File: config.mk
export PLATFORM = sky130hd
export DESIGN_NAME = rbz_debug_probe
export DESIGN_NICKNAME = d
export VERILOG_FILES = /design/src/rtl/rbz_debug_probe.sv
export SDC_FILE = /design/constraint.sdc
export NUM_CORES = 1
export LEC_CHECK = 0
export CAP_MARGIN = 10
export CORE_MARGIN = 5
export CORE_UTILIZATION = 45
export DETAILED_ROUTE_END_ITERATION = 6
export GPL_ROUTABILITY_DRIVEN = 0
export GPL_TIMING_DRIVEN = 1
export PLACE_DENSITY = 0.89
export SLEW_MARGIN = 20
export SYNTH_ARGS = -nofsm -noshare
export SYNTH_HDL_FRONTEND = slang
export SYNTH_SLANG_ARGS = --single-unit
File: constraint.sdc
create_clock -name clk -period 2.45 [get_ports clk]
set_clock_uncertainty 0.2 [all_clocks]
set_input_delay 0.49 -clock clk [delete_from_list [all_inputs] [get_ports clk]]
set_output_delay 0.49 -clock clk [all_outputs]
set_load 0.01 [all_outputs]
File: src/rtl/rbz_debug_probe.sv
// Debug observation block: routes one probe or divider tap to a pin and counts its
// rising edges over a fixed gate window so firmware can read frequencies over LA.
module rbz_debug_probe #(
    parameter int N_SIG       = 64,
    parameter int SEL_W       = 7,
    parameter int DIV_W       = 4,
    parameter int SYNC_STAGES = 2,
    parameter int CNT_W       = 16,
    parameter int GATE_CYCLES = 1024
) (
    input  logic             clk,
    input  logic             reset_n,
    input  logic             ena,
    input  logic [N_SIG-1:0] i_probe,
    input  logic [SEL_W-1:0] i_sel,
    output logic             o_debug,
    output logic [SEL_W-1:0] o_sel_active,
    output logic [CNT_W-1:0] o_count,
    output logic             o_count_valid,
    output logic             o_overflow
);
    localparam int N_MAP = 1 << SEL_W;
    localparam int WIN_W = (GATE_CYCLES > 2) ? $clog2(GATE_CYCLES) : 1;
    localparam logic [WIN_W-1:0] WIN_LAST = WIN_W'(GATE_CYCLES - 1);
    localparam logic [CNT_W-1:0] CNT_MAX  = '1;

    logic [SYNC_STAGES-1:0][SEL_W-1:0] sync_reg;
    logic [SEL_W-1:0] sel_prev_reg;
    logic [SEL_W-1:0] sel_active_reg;
    logic [DIV_W-1:0] div_reg;
    logic             debug_reg;
    logic             prev_reg;
    logic [1:0]       mask_reg;
    logic [WIN_W-1:0] win_reg;
    logic [CNT_W-1:0] acc_reg;
    logic             acc_ovf_reg;
    logic [CNT_W-1:0] count_reg;
    logic             count_valid_reg;
    logic             overflow_reg;

    logic [SEL_W-1:0] sel_s;
    logic             sel_change;
    logic [N_MAP-1:0] map_vec;
    logic             mux_bit;
    logic             rise;
    logic [CNT_W:0]   sum;
    logic [CNT_W-1:0] acc_next;
    logic             ovf_next;
    logic             win_end;

    assign sel_s = sync_reg[SYNC_STAGES-1];
    // Two equal consecutive samples reject a select caught mid-transition.
    assign sel_change = (sel_s == sel_prev_reg) && (sel_s != sel_active_reg);

    genvar gi;
    generate
        for (gi = 0; gi < N_MAP; gi++) begin : g_map
            if (gi < N_SIG) begin : g_probe
                assign map_vec[gi] = i_probe[gi];
            end else if (gi < N_SIG + DIV_W) begin : g_div
                assign map_vec[gi] = div_reg[gi - N_SIG];
            end else begin : g_zero
                assign map_vec[gi] = 1'b0;
            end
        end
    endgenerate

    assign mux_bit  = map_vec[sel_active_reg];
    // Edges are suppressed while the pin still reflects the previous selection.
    assign rise     = debug_reg & ~prev_reg & (mask_reg == 2'd0);
    assign sum      = {1'b0, acc_reg} + (CNT_W + 1)'(rise);
    assign acc_next = sum[CNT_W] ? CNT_MAX : sum[CNT_W-1:0];
    assign ovf_next = acc_ovf_reg | sum[CNT_W];
    assign win_end  = (win_reg == WIN_LAST);

    always_ff @(posedge clk or negedge reset_n) begin
        if (!reset_n) begin
            sync_reg        <= '0;
            sel_prev_reg    <= '0;
            sel_active_reg  <= '0;
            div_reg         <= '0;
            debug_reg       <= 1'b0;
            prev_reg        <= 1'b0;
            mask_reg        <= 2'd0;
            win_reg         <= '0;
            acc_reg         <= '0;
            acc_ovf_reg     <= 1'b0;
            count_reg       <= '0;
            count_valid_reg <= 1'b0;
            overflow_reg    <= 1'b0;
        end else if (!ena) begin
            sync_reg        <= '0;
            sel_prev_reg    <= '0;
            sel_active_reg  <= '0;
            div_reg         <= '0;
            debug_reg       <= 1'b0;
            prev_reg        <= 1'b0;
            mask_reg        <= 2'd0;
            win_reg         <= '0;
            acc_reg         <= '0;
            acc_ovf_reg     <= 1'b0;
            count_reg       <= '0;
            count_valid_reg <= 1'b0;
            overflow_reg    <= 1'b0;
        end else begin
            sync_reg[0] <= i_sel;
            for (int i = 1; i < SYNC_STAGES; i++) begin
                sync_reg[i] <= sync_reg[i-1];
            end
            sel_prev_reg    <= sel_s;
            div_reg         <= div_reg + DIV_W'(1);
            debug_reg       <= mux_bit;
            prev_reg        <= debug_reg;
            count_valid_reg <= 1'b0;

            if (sel_change) begin
                mask_reg <= 2'd2;
            end else if (mask_reg != 2'd0) begin
                mask_reg <= mask_reg - 2'd1;
            end

            // A select change discards the window even when it coincides with window end.
            if (sel_change) begin
                sel_active_reg <= sel_s;
                win_reg        <= '0;
                acc_reg        <= '0;
                acc_ovf_reg    <= 1'b0;
            end else if (win_end) begin
                count_reg       <= acc_next;
                overflow_reg    <= ovf_next;
                count_valid_reg <= 1'b1;
                win_reg         <= '0;
                acc_reg         <= '0;
                acc_ovf_reg     <= 1'b0;
            end else begin
                win_reg     <= win_reg + WIN_W'(1);
                acc_reg     <= acc_next;
                acc_ovf_reg <= ovf_next;
            end
        end
    end

    assign o_debug       = debug_reg;
    assign o_sel_active  = sel_active_reg;
    assign o_count       = count_reg;
    assign o_count_valid = count_valid_reg;
    assign o_overflow    = overflow_reg;
endmodule

==> results.cfg <==
[clocking]
cts_sinks = 81
worstSkewPairLatency_ns = 0.36
clk_path_buf_depth = 2
h-tree-depth = 3
cts_tree = yes
clk_pin_slew_ns = 0.08
cts-root-buf = clkbuf_8
cts_buffers = 9

[die]
fp.dieW_um = 105
rows = 34
start_util_pct = 46.4
fp.dieArea_sq_um = 11000
core_area_sq_um = 8760
io_pins = 100
die_h_um = 105

[timing]
holdWs_ns = 0.257
hold_viol_final = 0
setup_tns_ns = 0
layout_min_cycle_time_ns = 2.41
maxSlewHeadroom_pct = 60.6
rsz0062_at_grt = true
period_share_pct = 98.2
finalSetupViolCount = 0
fmax_mhz = 416
setup_ws_ns = 0.0435
slew_violations = 0
worst_pin_slew_ns = 0.591

[run_status]
status = complete, no violations

[logic_synthesis]
synthDistinctLibCells = 45
syn_avg_cell_area_sq_um = 11.8
ys_top_cells_by_area = dfrtp_1 (50%), mux4_2 (5.0%), mux4_1 (4.5%)
synth_area_leader_cell = dfrtp_1
ys_ff_latch = 81
yosysTopAreaCellShare_pct = 49.8
syn_nets = 423
synth_flop_cell = dfrtp_1
synth_edf_count = 0
synthesis.area_sq_um = 4070
synth-async-reset-ratio_pct = 100
syn_inst = 344
ys_seq_area_share_pct = 49.8
yosys_warnings = 0

[final_layout]
layout_common_cells = clkdlybuf4s50_1 (98), dfrtp_1 (80), nor2_1 (42), and2_1 (27), buf_4 (18)
fill_cells = 645
layout_commonest_cell = clkdlybuf4s50_1
layout.nets = 532
area_growth_syn_to_layout_pct = 35.4
drive_above_1_share_pct = 13.5
final_cells = 566
num_antenna_cells = 0

[routing]
route.detailed.drc = 0
drtAntennaViolNets = 0
vias_per_cell = 5.50
wl_per_cell_um = 17.2
vias = 3114
wirelength_um = 9750
first_pass_iters = 4
drtIter0Drc = 226

[placement]
place_inst = 545
hpwlAfterDp_um = 6980
port_buffers = 99
place_ws_ns = 0.0208

[worst_setup_path]
cp_data_required_time_ns = 2.52
reg2reg_depth = 10
cp.arrival_ns = 2.48
worstSetupPathType = flip-flop to flip-flop
start_kind = flip-flop
worstPathMaxFanout = 5
end_kind = flip-flop

[hold_path]
hold_depth = 1
worst_hold_path_type = flip-flop to flip-flop

[power]
p_total_mw = 2.93
cellPowerDensity_nw_per_um2 = 533
p_leak_nw = 2.43
max-vdd-ir-drop_mv = 0.331

[global_routing]
grt_start_max_net_pins = 48
grt_pass1_vias = 3239
grt_usage_pct = 17.7
grt_first_pass_wirelength_um = 16000
antenna_found_initial = 0
grt-ovfl-total = 0

[flow_run]
maxCapViolations = 0
-- layer usage --
metal	global-route usage, %	wire, um	up-vias
met5	0	0	-
met4	6.67	214	0
met3	4.13	430	21
met2	30.7	5100	85
met1	21.4	4000	1557
li1	-	-	1451
-- where the power goes --
| group | leakage (nW) | total, mW | internal (mW) | switching [mW] |
|---|---|---|---|---|
| clock | 0.107 | 1.06 | 0.577 | 0.482 |
| sequential | 1.11 | 1.42 | 1.38 | 0.0428 |
| combinational | 1.21 | 0.451 | 0.264 | 0.187 |
| total | 2.43 | 2.93 | 2.22 | 0.712 |
-- worst max-delay path, stage by stage, from the launching register on --
cell       delay (ns)
dfrtp_1          0.40
inv_1            0.07
ha_2             0.16
and3b_2          0.22
ha_4             0.14
and4_4           0.24
nand4_1          0.18
nor3_4           0.31
buf_4            0.19
nor2_1           0.07
o2bb2ai_1        0.15
-- layout make-up --
cell class / instances / area, sq um / area share (%)
Tap cell: 108 / 135 / 2.45
Sequential cell: 81 / 2030 / 36.8
Inverter: 5 / 18.8 / 0.341
Clock inverter: 6 / 90.1 / 1.64
Clock buffer: 10 / 128 / 2.32
Timing Repair Buffer: 119 / 1160 / 21.0
Multi-Input combinational cell: 237 / 1950 / 35.4
-- kinds of logic (layout without fill, tap and decap cells) --
family / after synthesis / in the layout / synth area share (%)
AND/OR/NAND/NOR: 134 / 134 / 17.8
flip-flops: 81 / 81 / 49.8
AO/OA/AOI/OAI: 36 / 36 / 7.44
XOR/XNOR: 32 / 32 / 6.89
multiplexers: 30 / 30 / 13.0
buffers and inverters: 26 / 140 / 3.44
adder cells (fa/ha/maj): 5 / 5 / 1.54
-- timing repair --
item / CTS / global route
setup endpoints to repair: 4 / 29
pin swaps: 1 / 4
endpoints found under the hold margin: 46 / 0
gates resized for setup: 2 / 13
hold buffers: 1 / 0
gates cloned: 0 / 1
setup buffers: 1 / 2
-- synth_stat cells (9+ instances only) --
library cell / count
and2_1: 27
xnor2_1: 16
nand4_1: 11
nand3_1: 15
buf_2: 9
mux4_2: 9
dfrtp_1: 81
nor2_1: 42
nor2b_1: 9
mux2i_1: 11
xor2_1: 16
o2bb2ai_1: 14
-- stage by stage --
| stage | util (%) | cell area (sq um) |
|---|---|---|
| final | 62.8 | 5510 |
| after global routing | 62.8 | 5510 |
| after CTS | 62.0 | 5440 |
| after detailed placement | 59.3 | 5200 |
| after global placement | 59.3 | 5200 |
| after floorplan | - | 4070 |
-- final timing paths --
path / startpoint / to / slack, ns
min reg2reg: sync_reg[2]$_DFF_PN0_ / sel_s[2]$_DFF_PN0_ / 0.26
max reg2reg: mask_reg[0]$_DFFE_PN0P_ / o_count[1]$_DFFE_PN0P_ / 0.04
min: sync_reg[2]$_DFF_PN0_ / sel_s[2]$_DFF_PN0_ / 0.26
max: mask_reg[0]$_DFFE_PN0P_ / o_count[1]$_DFFE_PN0P_ / 0.04
min in group asynchronous: reset_n / sync_reg[3]$_DFF_PN0_ / 0.47
max in group asynchronous: reset_n / win_reg[2]$_DFF_PN0_ / 0.98
(Power assumes the default switching activity.)
==> edit (same settings) <==
Put one more register stage on the output `o_count`, with the module's reset. The value now appears one clock later. The other outputs are not delayed to match.
--- a/src/rtl/rbz_debug_probe.sv
+++ b/src/rtl/rbz_debug_probe.sv
@@ -142,7 +142,13 @@
 
     assign o_debug       = debug_reg;
     assign o_sel_active  = sel_active_reg;
-    assign o_count       = count_reg;
+    always_ff @(posedge clk or negedge reset_n) begin
+        if (!reset_n) begin
+            o_count <= '0;
+        end else begin
+            o_count <= count_reg;
+        end
+    end
     assign o_count_valid = count_valid_reg;
     assign o_overflow    = overflow_reg;
 endmodule
Function: same outputs for any inputs over 10 cycles, from zero or initial values and one cycle with reset_n low; that may be too few to reach the edited logic, so the function may still have changed.
==> edit against the unedited design <==
- the run now ends with setup timing left
- global-route usage is 0.16 points lower
- highest routed layer unchanged
- cell area increased by 9.0%
- worst setup slack worse by 0.073 ns
- largest cell class unchanged
- area after synthesis up 9.5%
- wire length increased by 5.4%
- via count grew 5.7%
- sequential cell count rose by 16
- power grew 11%
==> edit: results (changes against the unedited design) <==
| Metric | Value |
|---|---|
| Max VDD drop | `0.290 mV (-12%)` |
| Hold path depth | `0 (-1)` |
| H-tree levels | `3 (unchanged)` |
| Crit path to | `count_reg[12]$_DFFE_PN0P_` |
| Setup ws final | `-0.0298 ns (-0.0734 ns)` |
| Failing checks | `setup timing` |
| Post-DP HPWL | `7400 µm (+5.9%)` |
| Area contributors post-synth | `dfrtp_1, mux4_2, nor2_1` |
| Worst R2R Start | `mask_reg[0]$_DFFE_PN0P_` |
| Global Route Usage Sum | `0.176 (-0.00163)` |
| Hold path start | `count_reg[13]$_DFFE_PN0P_` |
| Slew at the pin closest to its max-slew limit | `0.551 ns (-0.0405 ns)` |
| Sequential area share after synthesis | `0.545 (+0.0466)` |
| Layout cell share with drive strength beyond 1 | `0.160 (+0.0244)` |
| Largest stage delay on the critical path | `0.40 ns (about the same)` |
| YS warnings | `0 (unchanged)` |
| Avg WL per Cell | `16.7 µm (-3.0%)` |
| Vias in the first global route | `3456 (+6.7%)` |
| Crit-path max FO | `6 (+1)` |
| Ant diodes | `0 (unchanged)` |
| Hold Path Sink | `o_count[13]$_DFF_PN0_` |
| Worst-case hold slack | `0.186 ns (-0.0706 ns)` |
| Gate count after technology mapping | `361 (+4.9%)` |
| Nets | `556 (+4.5%)` |
| Leak pwr | `2.64 nW (+8.8%)` |
| Setup TNS | `-0.0298 ns (-0.0298 ns)` |
| Inserted Clock Buffers | `9 (unchanged)` |
| Pre-CTS WS | `0.00918 ns (-0.0116 ns)` |
| Arr. time, crit path | `2.54 ns (+0.06 ns)` |
| Synthesized net count | `440 (+4.0%)` |
| Largest net degree at the start of global routing | `41 (-15%)` |
| DRT Pass-1 Iters | `5 (+1)` |
| Global-route wire length before repair | `16300 µm (+2.3%)` |
| Placed cell count | `594 (+9.0%)` |
| Crit Path Class | `reg2reg` |
| Clock slew at reported path FFs | `0.10 ns (+0.02 ns)` |
| Cell family with most CP delay | `simple AND/OR/NAND/NOR gates` |
| Most frequent cells after synthesis | `dfrtp_1, nor2_1, and2_1` |
| Synth cell types | `43 (-4.4%)` |
| Status | `finished with violations` |
| DR iter-0 viols | `171 (-24%)` |
| Final Setup Violations | `1 (+1)` |
| Placed cell area | `0.00569 mm² (+9.5%)` |
| Via Count | `3291 (+5.7%)` |
| Final std cells w/o fill | `615 (+8.7%)` |
| Port Buf Inserts | `99 (unchanged)` |
-- edit: cell types whose count changed in the layout (fill, tap and decap cells not counted), sizes merged, moves of 2 or more --
cell and delta:
nand3 -2, nand2 +5, o21ai -2, buf +5, nand4 -4, dfrtp +16
inv +3, nor2 +7, nand2b -2
-- edit: kinds of logic after synthesis --
kind of cell,after synthesis,share of synthesized area
DFF,97,0.545
buffers and inverters,25,0.0289
and+or+nand+nor,137,0.165
xor gates and xnor gates,32,0.0629
adders and majority gates,5,0.0140
muxes,31,0.118
AOI/OAI and AO/OA,34,0.0660
-- edit: power by group --
part,switching [mW],internal (mW),leakage (nW)
Sequential,0.0413,1.64,1.33
Clock,0.587,0.503,0.108
Combinational,0.201,0.280,1.20
Total,0.829,2.43,2.64
-- edit: worst register-to-register path: cells and delay by family (launching register included) --
kind | cells | cell delay, ns
compound gates | 1 | 0.24
simple gates | 5 | 0.78
flops | 1 | 0.40
mux | 1 | 0.31
buf+inv | 1 | 0.06
fa+ha+maj | 2 | 0.37
-- edit: repair_timing --
action / in CTS / in global routing
gates resized for setup: 1 / 15
pin swaps: 1 / 7
hold buffers: 1 / 0
endpoints found under the setup margin: 2 / 29
endpoints found under the hold margin: 37 / 0
setup buffers: 1 / 3
-- edit: layout make-up --
type,count,area (µm²)
Inverter,6,22.5
Clock buffer,9,124
Sequential cell,97,2430
Timing Repair Buffer,124,1210
Multi-Input combinational cell,239,1960
Clock inverter,7,96.3
Tap cell,133,166
Fill cell,736,3730
-- edit: metal layers --
metal	routed length, µm	global-route usage
met5	0	0
met4	220	0.0766
met3	498	0.0317
met2	5450	0.306
met1	4100	0.213
